**src/rtl/mips_trace_buffer_pkg.sv**
```systemverilog
// Shared types and helpers for the MIPS register-write trace unit.
// The TS field is present only when TRACE_TIMESTAMP_EN is defined.
package mips_trace_pkg;

  localparam int ADDR_W = 5;
  localparam logic [ADDR_W-1:0] REG_ZERO = 5'd0;

  // Default-width entry layout; the top rebuilds it with its own parameter widths.
  typedef struct packed {
    logic [15:0]       ts;
    logic [31:0]       pc;
    logic [ADDR_W-1:0] addr;
    logic [31:0]       data;
  } trace_entry_t;

  function automatic int entry_width(input int data_w, input int ts_w, input bit ts_en);
    return 2 * data_w + ADDR_W + (ts_en ? ts_w : 0);
  endfunction

endpackage

```
**src/rtl/mips_trace_buffer_fifo.sv**
```systemverilog
// Generic DEPTH x WIDTH synchronous FIFO with a registered head output.
// The head register resets to 0 and holds its last value while the FIFO is empty.
module trace_sync_fifo #(
  parameter int WIDTH = 8,
  parameter int DEPTH = 16
) (
  input  logic                     clk,
  input  logic                     reset,
  input  logic                     push,
  input  logic [WIDTH-1:0]         din,
  input  logic                     pop,
  output logic [WIDTH-1:0]         dout,
  output logic [$clog2(DEPTH):0]   level,
  output logic                     full,
  output logic                     empty
);

  localparam int PTR_W = $clog2(DEPTH);
  localparam int LVL_W = PTR_W + 1;

  logic [WIDTH-1:0] mem_q [DEPTH];
  logic [PTR_W-1:0] wr_ptr_q, wr_ptr_d, rd_ptr_q, rd_ptr_d;
  logic [LVL_W-1:0] level_q, level_d;
  logic [WIDTH-1:0] dout_q, dout_d;
  logic             do_push, do_pop;

  always_comb begin
    empty    = (level_q == '0);
    full     = (level_q == LVL_W'(DEPTH));
    do_pop   = pop & ~empty;
    do_push  = push & (~full | do_pop);
    wr_ptr_d = wr_ptr_q + PTR_W'(do_push);
    rd_ptr_d = rd_ptr_q + PTR_W'(do_pop);
    level_d  = level_q + LVL_W'(do_push) - LVL_W'(do_pop);
    dout_d   = dout_q;
    // Preload the next head; a push landing on the new head slot bypasses the array.
    if (level_d != '0) begin
      if (do_push && (rd_ptr_d == wr_ptr_q)) dout_d = din;
      else                                   dout_d = mem_q[rd_ptr_d];
    end
  end

  always_ff @(posedge clk) begin
    if (!reset) begin
      wr_ptr_q <= '0;
      rd_ptr_q <= '0;
      level_q  <= '0;
      dout_q   <= '0;
    end else begin
      wr_ptr_q <= wr_ptr_d;
      rd_ptr_q <= rd_ptr_d;
      level_q  <= level_d;
      dout_q   <= dout_d;
    end
  end

  always_ff @(posedge clk) begin
    if (reset && do_push) mem_q[wr_ptr_q] <= din;
  end

  assign dout  = dout_q;
  assign level = level_q;

endmodule

```
**src/rtl/mips_trace_buffer.sv**
```systemverilog
// Register-write trace unit: filters RF writes by mask, buffers them, counts drops.
// Define TRACE_TIMESTAMP_EN to store a free-running cycle stamp with each entry.
module mips_trace_buffer
  import mips_trace_pkg::*;
#(
  parameter int DATA_W = 32,
  parameter int DEPTH  = 16,
  parameter int TS_W   = 16,
  parameter int DROP_W = 8
) (
  input  logic                   clk,
  input  logic                   reset,
  input  logic                   trace_en,
  input  logic [31:0]            watch_mask,
  input  logic                   rf_we,
  input  logic [ADDR_W-1:0]      rf_waddr,
  input  logic [DATA_W-1:0]      rf_wdata,
  input  logic [DATA_W-1:0]      pc,
  output logic                   out_valid,
  input  logic                   out_ready,
  output logic [TS_W-1:0]        out_ts,
  output logic [DATA_W-1:0]      out_pc,
  output logic [ADDR_W-1:0]      out_addr,
  output logic [DATA_W-1:0]      out_data,
  output logic [$clog2(DEPTH):0] level,
  output logic                   overflow,
  input  logic                   clr,
  output logic [DROP_W-1:0]      drop_cnt
);

`ifdef TRACE_TIMESTAMP_EN
  localparam bit TS_EN = 1'b1;
  typedef struct packed {
    logic [TS_W-1:0]   ts;
    logic [DATA_W-1:0] pc;
    logic [ADDR_W-1:0] addr;
    logic [DATA_W-1:0] data;
  } entry_t;
`else
  localparam bit TS_EN = 1'b0;
  typedef struct packed {
    logic [DATA_W-1:0] pc;
    logic [ADDR_W-1:0] addr;
    logic [DATA_W-1:0] data;
  } entry_t;
`endif

  localparam int ENTRY_W = entry_width(DATA_W, TS_W, TS_EN);

  entry_t              wr_entry, rd_entry;
  logic                capture, pop_fire, drop, fifo_full, fifo_empty;
  logic                overflow_q, overflow_d;
  logic [DROP_W-1:0]   drop_cnt_q, drop_cnt_d;

  always_comb begin
    capture  = trace_en & rf_we & watch_mask[rf_waddr] & (rf_waddr != REG_ZERO);
    pop_fire = ~fifo_empty & out_ready;
    drop     = capture & fifo_full & ~pop_fire;
  end

`ifdef TRACE_TIMESTAMP_EN
  logic [TS_W-1:0] ts_q, ts_d;

  always_comb ts_d = ts_q + TS_W'(1);

  always_ff @(posedge clk) begin
    if (!reset) ts_q <= '0;
    else        ts_q <= ts_d;
  end

  always_comb begin
    wr_entry = '{ts: ts_q, pc: pc, addr: rf_waddr, data: rf_wdata};
    out_ts   = rd_entry.ts;
  end
`else
  always_comb begin
    wr_entry = '{pc: pc, addr: rf_waddr, data: rf_wdata};
    out_ts   = '0;
  end
`endif

  trace_sync_fifo #(
    .WIDTH (ENTRY_W),
    .DEPTH (DEPTH)
  ) u_fifo (
    .clk   (clk),
    .reset (reset),
    .push  (capture),
    .din   (wr_entry),
    .pop   (out_ready),
    .dout  (rd_entry),
    .level (level),
    .full  (fifo_full),
    .empty (fifo_empty)
  );

  // A drop in the same cycle as clr leaves exactly that one drop recorded.
  always_comb begin
    overflow_d = overflow_q;
    drop_cnt_d = drop_cnt_q;
    if (drop) begin
      overflow_d = 1'b1;
      if (clr)                              drop_cnt_d = DROP_W'(1);
      else if (drop_cnt_q != {DROP_W{1'b1}}) drop_cnt_d = drop_cnt_q + DROP_W'(1);
    end else if (clr) begin
      overflow_d = 1'b0;
      drop_cnt_d = '0;
    end
  end

  always_ff @(posedge clk) begin
    if (!reset) begin
      overflow_q <= 1'b0;
      drop_cnt_q <= '0;
    end else begin
      overflow_q <= overflow_d;
      drop_cnt_q <= drop_cnt_d;
    end
  end

  assign out_valid = ~fifo_empty;
  assign out_pc    = rd_entry.pc;
  assign out_addr  = rd_entry.addr;
  assign out_data  = rd_entry.data;
  assign overflow  = overflow_q;
  assign drop_cnt  = drop_cnt_q;

endmodule
```
**config.mk**
```make
export PLATFORM = sky130hd
export DESIGN_NAME = mips_trace_buffer
export DESIGN_NICKNAME = d
export VERILOG_FILES = /design/src/rtl/mips_trace_buffer_pkg.sv /design/src/rtl/mips_trace_buffer_fifo.sv /design/src/rtl/mips_trace_buffer.sv
export SDC_FILE = /design/constraint.sdc
export NUM_CORES = 1
export LEC_CHECK = 0
export CAP_MARGIN = 20
export CORE_MARGIN = 2
export CORE_UTILIZATION = 50
export DETAILED_ROUTE_END_ITERATION = 12
export PLACE_DENSITY_LB_ADDON = 0.12
export REMOVE_ABC_BUFFERS = 1
export SYNTH_ARGS = -nofsm -noshare
export SYNTH_HDL_FRONTEND = slang
export SYNTH_SLANG_ARGS = --single-unit
```
**constraint.sdc**
```tcl
create_clock -name clk -period 28.9 [get_ports clk]
set_clock_uncertainty 0.2 [all_clocks]
set_input_delay 2.89 -clock clk [delete_from_list [all_inputs] [get_ports clk]]
set_output_delay 2.89 -clock clk [all_outputs]
set_load 0.02 [all_outputs]
```
==> impl_metrics.env, run 1 <==
export IMPL_synth_warnings=0
export IMPL_cp_max_fo=74
export IMPL_antenna_found_initial=7
export IMPL_synth_avg_cell_area_um2=21.7
export IMPL_cts_tree="done"
export IMPL_chipWidth_um=308
export IMPL_ys_seq_area_share_pct=75.7
export IMPL_final_cells=3662
export IMPL_fin_crit_ns=8.96
export IMPL_crit_required_ns=29.31
export IMPL_arrival_ns=9.37
export IMPL_vias=22646
export IMPL_drc_errors=0
export IMPL_min_path_type="reg2reg"
export IMPL_synthCells=2133
export IMPL_min_from="u_fifo.dout[47]$_SDFFE_PN0P_"
export IMPL_setup_viol=0
export IMPL_max_cap_violations=0
export IMPL_die_y_um=308
export IMPL_first_iter_violations=2286
export IMPL_powerDensity_nw_per_um2=91.8
export IMPL_synth_top_cells_by_area="edfxtp_1 (72%), mux4_2 (17%), dfxtp_1 (3.9%)"
export IMPL_synth_flop_cell="edfxtp_1"
export IMPL_io_buffers=189
export IMPL_cellLeakagePower_nw=16.8
export IMPL_hold_violations=0
export IMPL_dpl_cell_count=3428
export IMPL_ys_seq_elements=1195
export IMPL_clock_sinks=1195
export IMPL_clk_pin_slew_ns=0.06
export IMPL_viasPerCell=6.18
export IMPL_start_util_pct=50.4
export IMPL_syn2layout_area_growth_pct=16.1
export IMPL_post_cts_buffers=0
export IMPL_grt_first_pass_wirelength_um=158000
export IMPL_insertion_delay_ns=0.69
export IMPL_cts_resized=0
export IMPL_finish_utilization_pct=58.5
export IMPL_routed_wirelength_um=109000
export IMPL_rsz0062_at_grt="false"
export IMPL_grt_pass1_vias=23338
export IMPL_finalNetCount=2484
export IMPL_worstSetupPathType="in2reg"
export IMPL_num_rows=111
export IMPL_timing_rr_start="u_fifo.level[3]$_SDFF_PN0_"
export IMPL_synth_edf_count=1104
export IMPL_synth_common_cells="edfxtp_1 (1104), mux4_2 (349), nand2_1 (149)"
export IMPL_period_share_pct=31.0
export IMPL_grt_overflow=0
export IMPL_slew_viol_final=0
export IMPL_synth_area_um2=46200
export IMPL_cts_root_buffer="clkbuf_16"
export IMPL_ys_async_sr_fraction_pct=0
export IMPL_end_kind="register"
export IMPL_timing_fmax_ghz=0.112
export IMPL_hold_buffers=0
export IMPL_dp_hpwl_um=52400
export IMPL_grtUsageTotal_pct=23.2
export IMPL_io_pins=207
export IMPL_synth_top_area_share_pct=71.8
export IMPL_startpoint="rf_waddr[0]"
export IMPL_ant_nets=0
export IMPL_grt_max_degree=109
export IMPL_drive_above_1_share_pct=25.6
export IMPL_wire_per_inst_um=29.7
export IMPL_crit_path_start_kind="primary input"
export IMPL_ir_worst_vdd_mv=0.0867
export IMPL_fin_tns_setup_ns=0
export IMPL_slew_headroom_pct=27.0
export IMPL_htree_levels=3
export IMPL_tightest_slew_ns=1.10
export IMPL_core_um2=91700
export IMPL_die_area_um2=94800
export IMPL_ys_types=55
export IMPL_clk_path_buf_depth=3
export IMPL_yosysTopAreaCell="edfxtp_1"
export IMPL_firstDrtPassIters=7
export IMPL_outcome="completed"
export IMPL_yosysMostFrequentCell="edfxtp_1"
export IMPL_gp_congestion=0.730
export IMPL_cts_buffers=121
## layout by cell type (no fill, tap or decap), types with 6 or more instances in the layout
| cell | synthesis | layout |
|---|---|---|
| and2_1 | 9 | 8 |
| buf_4 | 17 | 51 |
| bufinv_16 | 0 | 13 |
| clkbuf_1 | 70 | 26 |
| clkbuf_16 | 0 | 123 |
| clkbuf_8 | 0 | 18 |
| clkdlybuf4s50_1 | 0 | 189 |
| clkinv_1 | 1 | 18 |
| clkinv_2 | 0 | 28 |
| conb_1 | 1 | 16 |
| dfxtp_1 | 91 | 91 |
| edfxtp_1 | 1104 | 1104 |
| ha_1 | 11 | 9 |
| inv_1 | 10 | 10 |
| mux2i_1 | 13 | 13 |
| mux4_2 | 349 | 349 |
| nand2_1 | 149 | 149 |
| nand3_1 | 10 | 10 |
| nand4_1 | 76 | 76 |
| nor2_1 | 10 | 10 |
| nor3_2 | 0 | 12 |
| o211ai_1 | 60 | 60 |
| o211ai_2 | 11 | 11 |
| or3_1 | 6 | 6 |
| xnor2_1 | 7 | 7 |
## state kept, by name, summed over array words and instances, names as in the netlist
name,count
drop_cnt,8
overflow,1
u_fifo.dout,69
u_fifo.level,5
u_fifo.mem_q,1104
u_fifo.rd_ptr_q,4
u_fifo.wr_ptr_q,4
## kinds of logic after synthesis
kind of cell | count (synthesis) | share of synthesized area (%)
other | 1 | 0.00812
AND/OR/NAND/NOR | 298 | 3.20
buffers and inverters | 163 | 1.63
adder cells (fa/ha/maj) | 12 | 0.341
AO/OA/AOI/OAI | 91 | 1.59
multiplexers | 362 | 17.3
XOR/XNOR | 11 | 0.241
flip-flops | 1195 | 75.7
## worst max-delay path, cell delays in order
cell,delay (ns)
clkdlybuf4s50_1,1.15
mux4_2,0.62
o211ai_1,0.26
nand4_4,0.28
nand3b_2,0.53
inv_2,0.12
ha_1,0.22
inv_1,0.07
fa_1,0.19
nand2b_1,0.11
a21oi_1,0.11
or3b_1,0.43
a41oi_4,0.21
buf_4,0.73
buf_4,0.96
nand2_1,0.16
o211ai_1,0.21
## through the flow
stage	instance area, um^2	setup slack [ns]	power [W]	hold WS [ns]
finish	53700	19.94	0.00493	0.265
global route	53700	19.48	0.00513	0.293
CTS	53600	19.96	0.00499	0.268
detailed placement	49500	19.20	0.00341	0.249
global placement	49500	19.39	0.00340	0.249
floorplan	45600	11.67	0.00347	0.347
## layer usage
layer,routed length (um),vias to the layer above,share of wire (%),global-route usage [%]
li1,-,9418,-,-
met1,45400,12292,42,32.9
met5,35,-,0.032,0
met4,2120,6,2.0,6.36
met3,6670,146,6.1,3.56
met2,54500,784,50,37.9
## worst paths after layout
kind | endpoint | slack [ns] | depth (start not counted)
min | u_fifo.dout[47]$_SDFFE_PN0P_ | 0.27 | 2
max | u_fifo.dout[30]$_SDFFE_PN0P_ | 19.94 | 17
min reg2reg | u_fifo.dout[47]$_SDFFE_PN0P_ | 0.27 | 2
max reg2reg | u_fifo.dout[30]$_SDFFE_PN0P_ | 23.31 | 18
## report_power, final
part	switching, W	internal [W]	total (W)	leakage (nW)
clock network	0.000640	0.000941	0.00158	2.03
logic	0.000635	0.000735	0.00137	4.08
registers	0.0000365	0.00194	0.00197	10.7
## cell type report
cell class,count,area [um^2]
fillers,6574,38000
flip-flops and latches,1195,35000
clock buffers,167,3420
inverters,14,52.6
multi-input cells,790,10700
diodes,3,7.51
well taps,1186,1480
repair buffers,243,2330
clock inverters,64,674
No activity file was read; power rests on OpenSTA's default activity.
==> run 2: changes to the inputs <==
Clock period 28.9 ns to 7.15 ns, I/O delays scaled along.
==> run 2 against run 1 <==
- sequential share of layout area fell by 0.17 points
- sequential cell count did not move
- total power rose to 4.0 times the previous value
- highest routed layer unchanged
- hold slack improved by 0.0024 ns
- utilization rose by 0.15 points
- cell area rose by 0.26%
- critical endpoint is now u_fifo.dout[27]$_SDFFE_PN0P_
- sequential power rose to 4.1 times the previous value
==> impl_metrics.env, run 2 (same netlist as run 1, synthesis figures left out) <==
export IMPL_final_cell_mix="edfxtp_1 (1104), mux4_2 (349), clkdlybuf4s50_1 (189)"
export IMPL_largest_reg_flops=1104
export IMPL_worst_path_largest_cell_delay_ns=1.12
export IMPL_finish_utilization_pct=58.7
export IMPL_holdPathEnd="u_fifo.dout[49]$_SDFFE_PN0P_"
export IMPL_min_path_cells=2
export IMPL_hold_violations=0
export IMPL_grt_first_pass_wirelength_um=157000
export IMPL_start_util_pct=50.4
export IMPL_tightest_slew_ns=1.09
export IMPL_insertion_delay_ns=0.68
export IMPL_met3_usage_pct=4.09
export IMPL_die_y_um=308
export IMPL_drive_above_1_share_pct=25.5
export IMPL_regMostFlops="u_fifo.mem_q"
export IMPL_dp_hpwl_um=52500
export IMPL_viasPerCell=6.16
export IMPL_clock_sinks=1195
export IMPL_grt_busiest_layer="met2"
export IMPL_crit_required_ns=7.54
export IMPL_crit_path_start_kind="primary input"
export IMPL_grtUsageTotal_pct=23.0
export IMPL_grt_use_met2_pct=39.2
export IMPL_cellLeakagePower_nw=16.8
export IMPL_fin_crit_ns=5.22
export IMPL_ir_worst_vdd_mv=0.445
export IMPL_setup_viol=0
export IMPL_finalNetCount=2488
export IMPL_final_common_cell="edfxtp_1"
export IMPL_rsz0062_at_grt="false"
export IMPL_htree_levels=3
export IMPL_period_share_pct=73.1
export IMPL_use_met1_pct=31.0
export IMPL_crit_cells=16
export IMPL_end_kind="register"
export IMPL_routed_wirelength_um=108000
export IMPL_seq_area_um2=35000
export IMPL_io_pins=207
export IMPL_cts_root_buffer="clkbuf_16"
export IMPL_min_from="u_fifo.dout[49]$_SDFFE_PN0P_"
export IMPL_min_path_type="reg2reg"
export IMPL_timing_fmax_ghz=0.191
export IMPL_arrival_ns=5.62
export IMPL_cts_resized=0
export IMPL_syn2layout_area_growth_pct=16.4
export IMPL_powerDensity_nw_per_um2=370
export IMPL_grt_overflow=0
export IMPL_path_buf_inv=4
export IMPL_reg2regPathDepth=14
export IMPL_slew_headroom_pct=27.5
export IMPL_vias=22557
export IMPL_startpoint="rf_waddr[1]"
export IMPL_outcome="completed"
export IMPL_antenna_found_initial=7
export IMPL_fin_tns_setup_ns=0
export IMPL_firstDrtPassIters=5
export IMPL_place_ws_ns=1.20
export IMPL_r2r_end="u_fifo.dout[27]$_SDFFE_PN0P_"
export IMPL_max_cap_violations=0
export IMPL_chipWidth_um=308
export IMPL_clk_pin_slew_ns=0.06
export IMPL_num_rows=111
export IMPL_crit_chain="clkdlybuf4s50_1 -> mux4_2 -> o2111ai_1 -> nand4_4 -> nand3b_2 -> inv_2 -> ha_1 -> inv_1 -> fa_1 -> nand2b_1 -> a21oi_1 -> or3b_1 -> a41oi_4 -> buf_12 -> nand4_1 -> o211ai_1"
export IMPL_gp_congestion=0.735
export IMPL_post_cts_buffers=0
export IMPL_core_um2=91700
export IMPL_timing_rr_start="u_fifo.level[2]$_SDFF_PN0_"
export IMPL_crit_slowest_cell="clkdlybuf4s50_1"
export IMPL_slew_viol_final=0
export IMPL_hold_buffers=0
export IMPL_first_iter_violations=2106
export IMPL_clk_path_buf_depth=3
export IMPL_multi_input_area_um2=10700
export IMPL_worstSetupPathType="in2reg"
export IMPL_grt_pass1_vias=23651
export IMPL_cp_max_fo=106
export IMPL_cts_tree="done"
export IMPL_grt_max_degree=138
export IMPL_die_area_um2=94800
export IMPL_wire_per_inst_um=29.4
export IMPL_cts_buffers=120
export IMPL_drc_errors=0
export IMPL_fillCellCount=6626
export IMPL_cpLargestDelayFamily="buffers and inverters"
export IMPL_io_buffers=189
export IMPL_ant_nets=0
export IMPL_setup_slack_ns=1.93
export IMPL_regToRegSetupSlack_ns=2.24
run 2: changes by cell type in the layout (fill, tap and decap cells not counted), sizes merged:
cell | previous run | this run
clkinv | 48 | 39
buf | 54 | 59
clkbuf | 167 | 171
bufinv | 13 | 14
clkinvlp | 1 | 2
diode | 3 | 2
inv | 16 | 15
run 2: how the worst max path moves through the flow:
stage	to	slack [ns]
floorplan	u_fifo.dout[0]$_SDFFE_PN0P_	-8.27
global placement	u_fifo.dout[60]$_SDFFE_PN0P_	1.35
detailed placement	u_fifo.dout[17]$_SDFFE_PN0P_	1.20
CTS	u_fifo.dout[27]$_SDFFE_PN0P_	1.88
global route	u_fifo.dout[27]$_SDFFE_PN0P_	1.48
finish	u_fifo.dout[27]$_SDFFE_PN0P_	1.93
run 2: worst min-delay path: cells and delay by family (launching register included):
kind | cells | cell delay (ns)
and+or+nand+nor | 1 | 0.06
DFF | 1 | 0.32
AOI/OAI and AO/OA | 1 | 0.05
run 2: final cells by class:
cell class                 instances  share of cell area (%)
multi-input combinational        790                    19.9
clock inverter                    56                    1.19
tap                             1186                    2.76
timing repair buffer             248                    4.64
antenna                            2                 0.00930
sequential                      1195                    65.0
clock buffer                     171                    6.39
inverter                          14                  0.0977
run 2: power by group:
part / switching, W / leakage (nW) / internal (W)
clock: 0.00255 / 2.01 / 0.00383
sequential: 0.000151 / 10.7 / 0.00783
combinational: 0.00254 / 4.13 / 0.00299
run 2: per-stage QoR:
step           power (W)  cell area (um^2)  std cells  hold slack (ns)
2_1_floorplan     0.0114             45600       1999            0.347
3_3_place_gp      0.0138             49700       3433            0.250
3_5_place_dp      0.0138             49700       3433            0.254
4_1_cts           0.0202             53800       3660            0.273
5_1_grt           0.0207             53800       3662            0.302
6_report          0.0199             53800       3662            0.267
run 2: per-layer routing:
layer  up-vias  wire (um)
met3       170       7110
met1     12130      43400
met5         -         53
met4        10       2190
li1       9429          -
met2       818      54800
==> run 3: changes to the inputs <==
Clock period 7.15 ns to 4.5 ns, I/O delays scaled along.
==> run 3 against run 2 <==
- worst setup slack got worse by 1.5 ns
- via count increased by 0.92%
- routed wire length decreased by 0.67%
- non-clock buffer count increased by 59
- critical path depth increased by 4
- register-to-register slack got worse by 1.8 ns
- clock power increased by 51%
- critical path type unchanged
- largest power group unchanged
==> impl_metrics.env, run 3 (same netlist as run 1, synthesis figures left out) <==
export IMPL_gp_congestion=0.750
export IMPL_final_common_cell="edfxtp_1"
export IMPL_slew_headroom_pct=45.6
export IMPL_io_pins=207
export IMPL_outcome="completed"
export IMPL_setup_viol=0
export IMPL_antenna_found_initial=2
export IMPL_cellLeakagePower_nw=17.1
export IMPL_largest_reg_flops=1104
export IMPL_combPwrFrac_pct=30.3
export IMPL_final_cell_mix="edfxtp_1 (1104), mux4_2 (349), clkdlybuf4s50_1 (189)"
export IMPL_io_buffers=189
export IMPL_arrival_ns=4.53
export IMPL_slew_viol_final=0
export IMPL_routed_wirelength_um=107000
export IMPL_max_cap_violations=0
export IMPL_cp_max_fo=16
export IMPL_dp_hpwl_um=54500
export IMPL_syn2layout_area_growth_pct=18.0
export IMPL_cts_buffers=121
export IMPL_powerDensity_nw_per_um2=588
export IMPL_end_kind="register"
export IMPL_swShare_pct=26.7
export IMPL_vias=22765
export IMPL_clk_path_buf_depth=3
export IMPL_ir_worst_vdd_mv=0.314
export IMPL_start_util_pct=50.4
export IMPL_core_um2=91700
export IMPL_post_cts_buffers=0
export IMPL_die_y_um=308
export IMPL_dpl_cell_area_um2=50600
export IMPL_drive_above_1_share_pct=26.3
export IMPL_design_area_um2=54500
export IMPL_grt_max_degree=71
export IMPL_grt_overflow=0
export IMPL_place_ws_ns=-0.323
export IMPL_setup_slack_ns=0.394
export IMPL_cts_tree="done"
export IMPL_clock_sinks=1195
export IMPL_finalNetCount=2548
export IMPL_p_clk_share_pct=30.2
export IMPL_period_share_pct=91.2
export IMPL_firstDrtPassIters=7
export IMPL_crit_path_start_kind="primary input"
export IMPL_grt_pass1_vias=23669
export IMPL_ant_nets=0
export IMPL_p_int_w=0.0235
export IMPL_fin_crit_ns=4.11
export IMPL_cts_resized=0
export IMPL_multi_input_area_um2=10700
export IMPL_tightest_slew_ns=0.815
export IMPL_clk_pin_slew_ns=0.06
export IMPL_regMostFlops="u_fifo.mem_q"
export IMPL_viasPerCell=6.12
export IMPL_die_area_um2=94800
export IMPL_hold_violations=0
export IMPL_drc_errors=0
export IMPL_first_iter_violations=2332
export IMPL_chipWidth_um=308
export IMPL_hold_buffers=0
export IMPL_p_seq_share_pct=39.5
export IMPL_rsz0062_at_grt="false"
export IMPL_crit_required_ns=4.93
export IMPL_min_path_type="reg2reg"
export IMPL_fillCellCount=6549
export IMPL_timing_fmax_ghz=0.244
export IMPL_htree_levels=3
export IMPL_wire_per_inst_um=28.7
export IMPL_num_rows=111
export IMPL_cts_root_buffer="clkbuf_16"
export IMPL_grtUsageTotal_pct=23.0
export IMPL_grt_first_pass_wirelength_um=158000
export IMPL_worstSetupPathType="in2reg"
export IMPL_switching_power_w=0.00856
export IMPL_seq_area_um2=35000
export IMPL_insertion_delay_ns=0.69
## run 3: worst paths after layout
kind | start | end | slack [ns] | depth (start not counted)
min reg2reg | u_fifo.dout[68]$_SDFFE_PN0P_ | u_fifo.dout[68]$_SDFFE_PN0P_ | 0.27 | 2
max reg2reg | u_fifo.level[3]$_SDFF_PN0_ | u_fifo.dout[47]$_SDFFE_PN0P_ | 0.48 | 19
min | u_fifo.dout[68]$_SDFFE_PN0P_ | u_fifo.dout[68]$_SDFFE_PN0P_ | 0.27 | 2
max | rf_waddr[1] | u_fifo.dout[47]$_SDFFE_PN0P_ | 0.39 | 20
## run 3: area by class of cell
cell class	instances	area share, %
sequential	1195	64.2
tap	1186	2.72
antenna	1	0.00459
multi-input combinational	790	19.6
clock buffer	188	6.46
clock inverter	41	0.636
timing repair buffer	307	6.27
inverter	14	0.0964
## run 3: metal layers
metal,vias up,track usage (%),part of all wire (%)
met5,-,0,0.010
met4,2,5.87,1.8
met3,153,3.66,6.3
met2,791,38.3,50
met1,12266,32.1,41
li1,9553,-,-
## run 3: power by group through the flow
stage               sequential, W  combinational (W)  clock, W
floorplan                  0.0131            0.00378         0
detailed placement         0.0129            0.00990         0
CTS                        0.0126            0.00993   0.00987
finish                     0.0126            0.00971   0.00968
global route               0.0127             0.0104    0.0103
global placement           0.0129            0.00984         0
## run 3: worst max-delay path, cell delays in order
cell and delay (ns):
clkdlybuf4s50_1 0.55, buf_4 0.20, a211oi_1 0.09, a2111oi_0 0.38, o21ai_1 0.18, nand4_4 0.21, nand3b_2 0.12, inv_2 0.10
ha_1 0.17, inv_1 0.06, fa_1 0.42, nand2b_1 0.16, a21oi_1 0.18, buf_4 0.15, o21bai_1 0.11, a41oi_4 0.29
buf_12 0.22, buf_4 0.18, nand4_1 0.15, o211ai_2 0.13
## run 3: per-stage QoR
| stage | TNS [ns] | instances | total power [W] | hold slack (ns) | util, % |
|---|---|---|---|---|---|
| CTS | 0 | 3721 | 0.0324 | 0.272 | 59.5 |
| global placement | -15.16 | 3492 | 0.0227 | 0.249 | 55.2 |
| global route | 0 | 3721 | 0.0334 | 0.292 | 59.5 |
| floorplan | -4973.16 | 1999 | 0.0169 | 0.347 | - |
| detailed placement | -17.38 | 3492 | 0.0228 | 0.253 | 55.2 |
| finish | 0 | 3722 | 0.0320 | 0.266 | 59.5 |
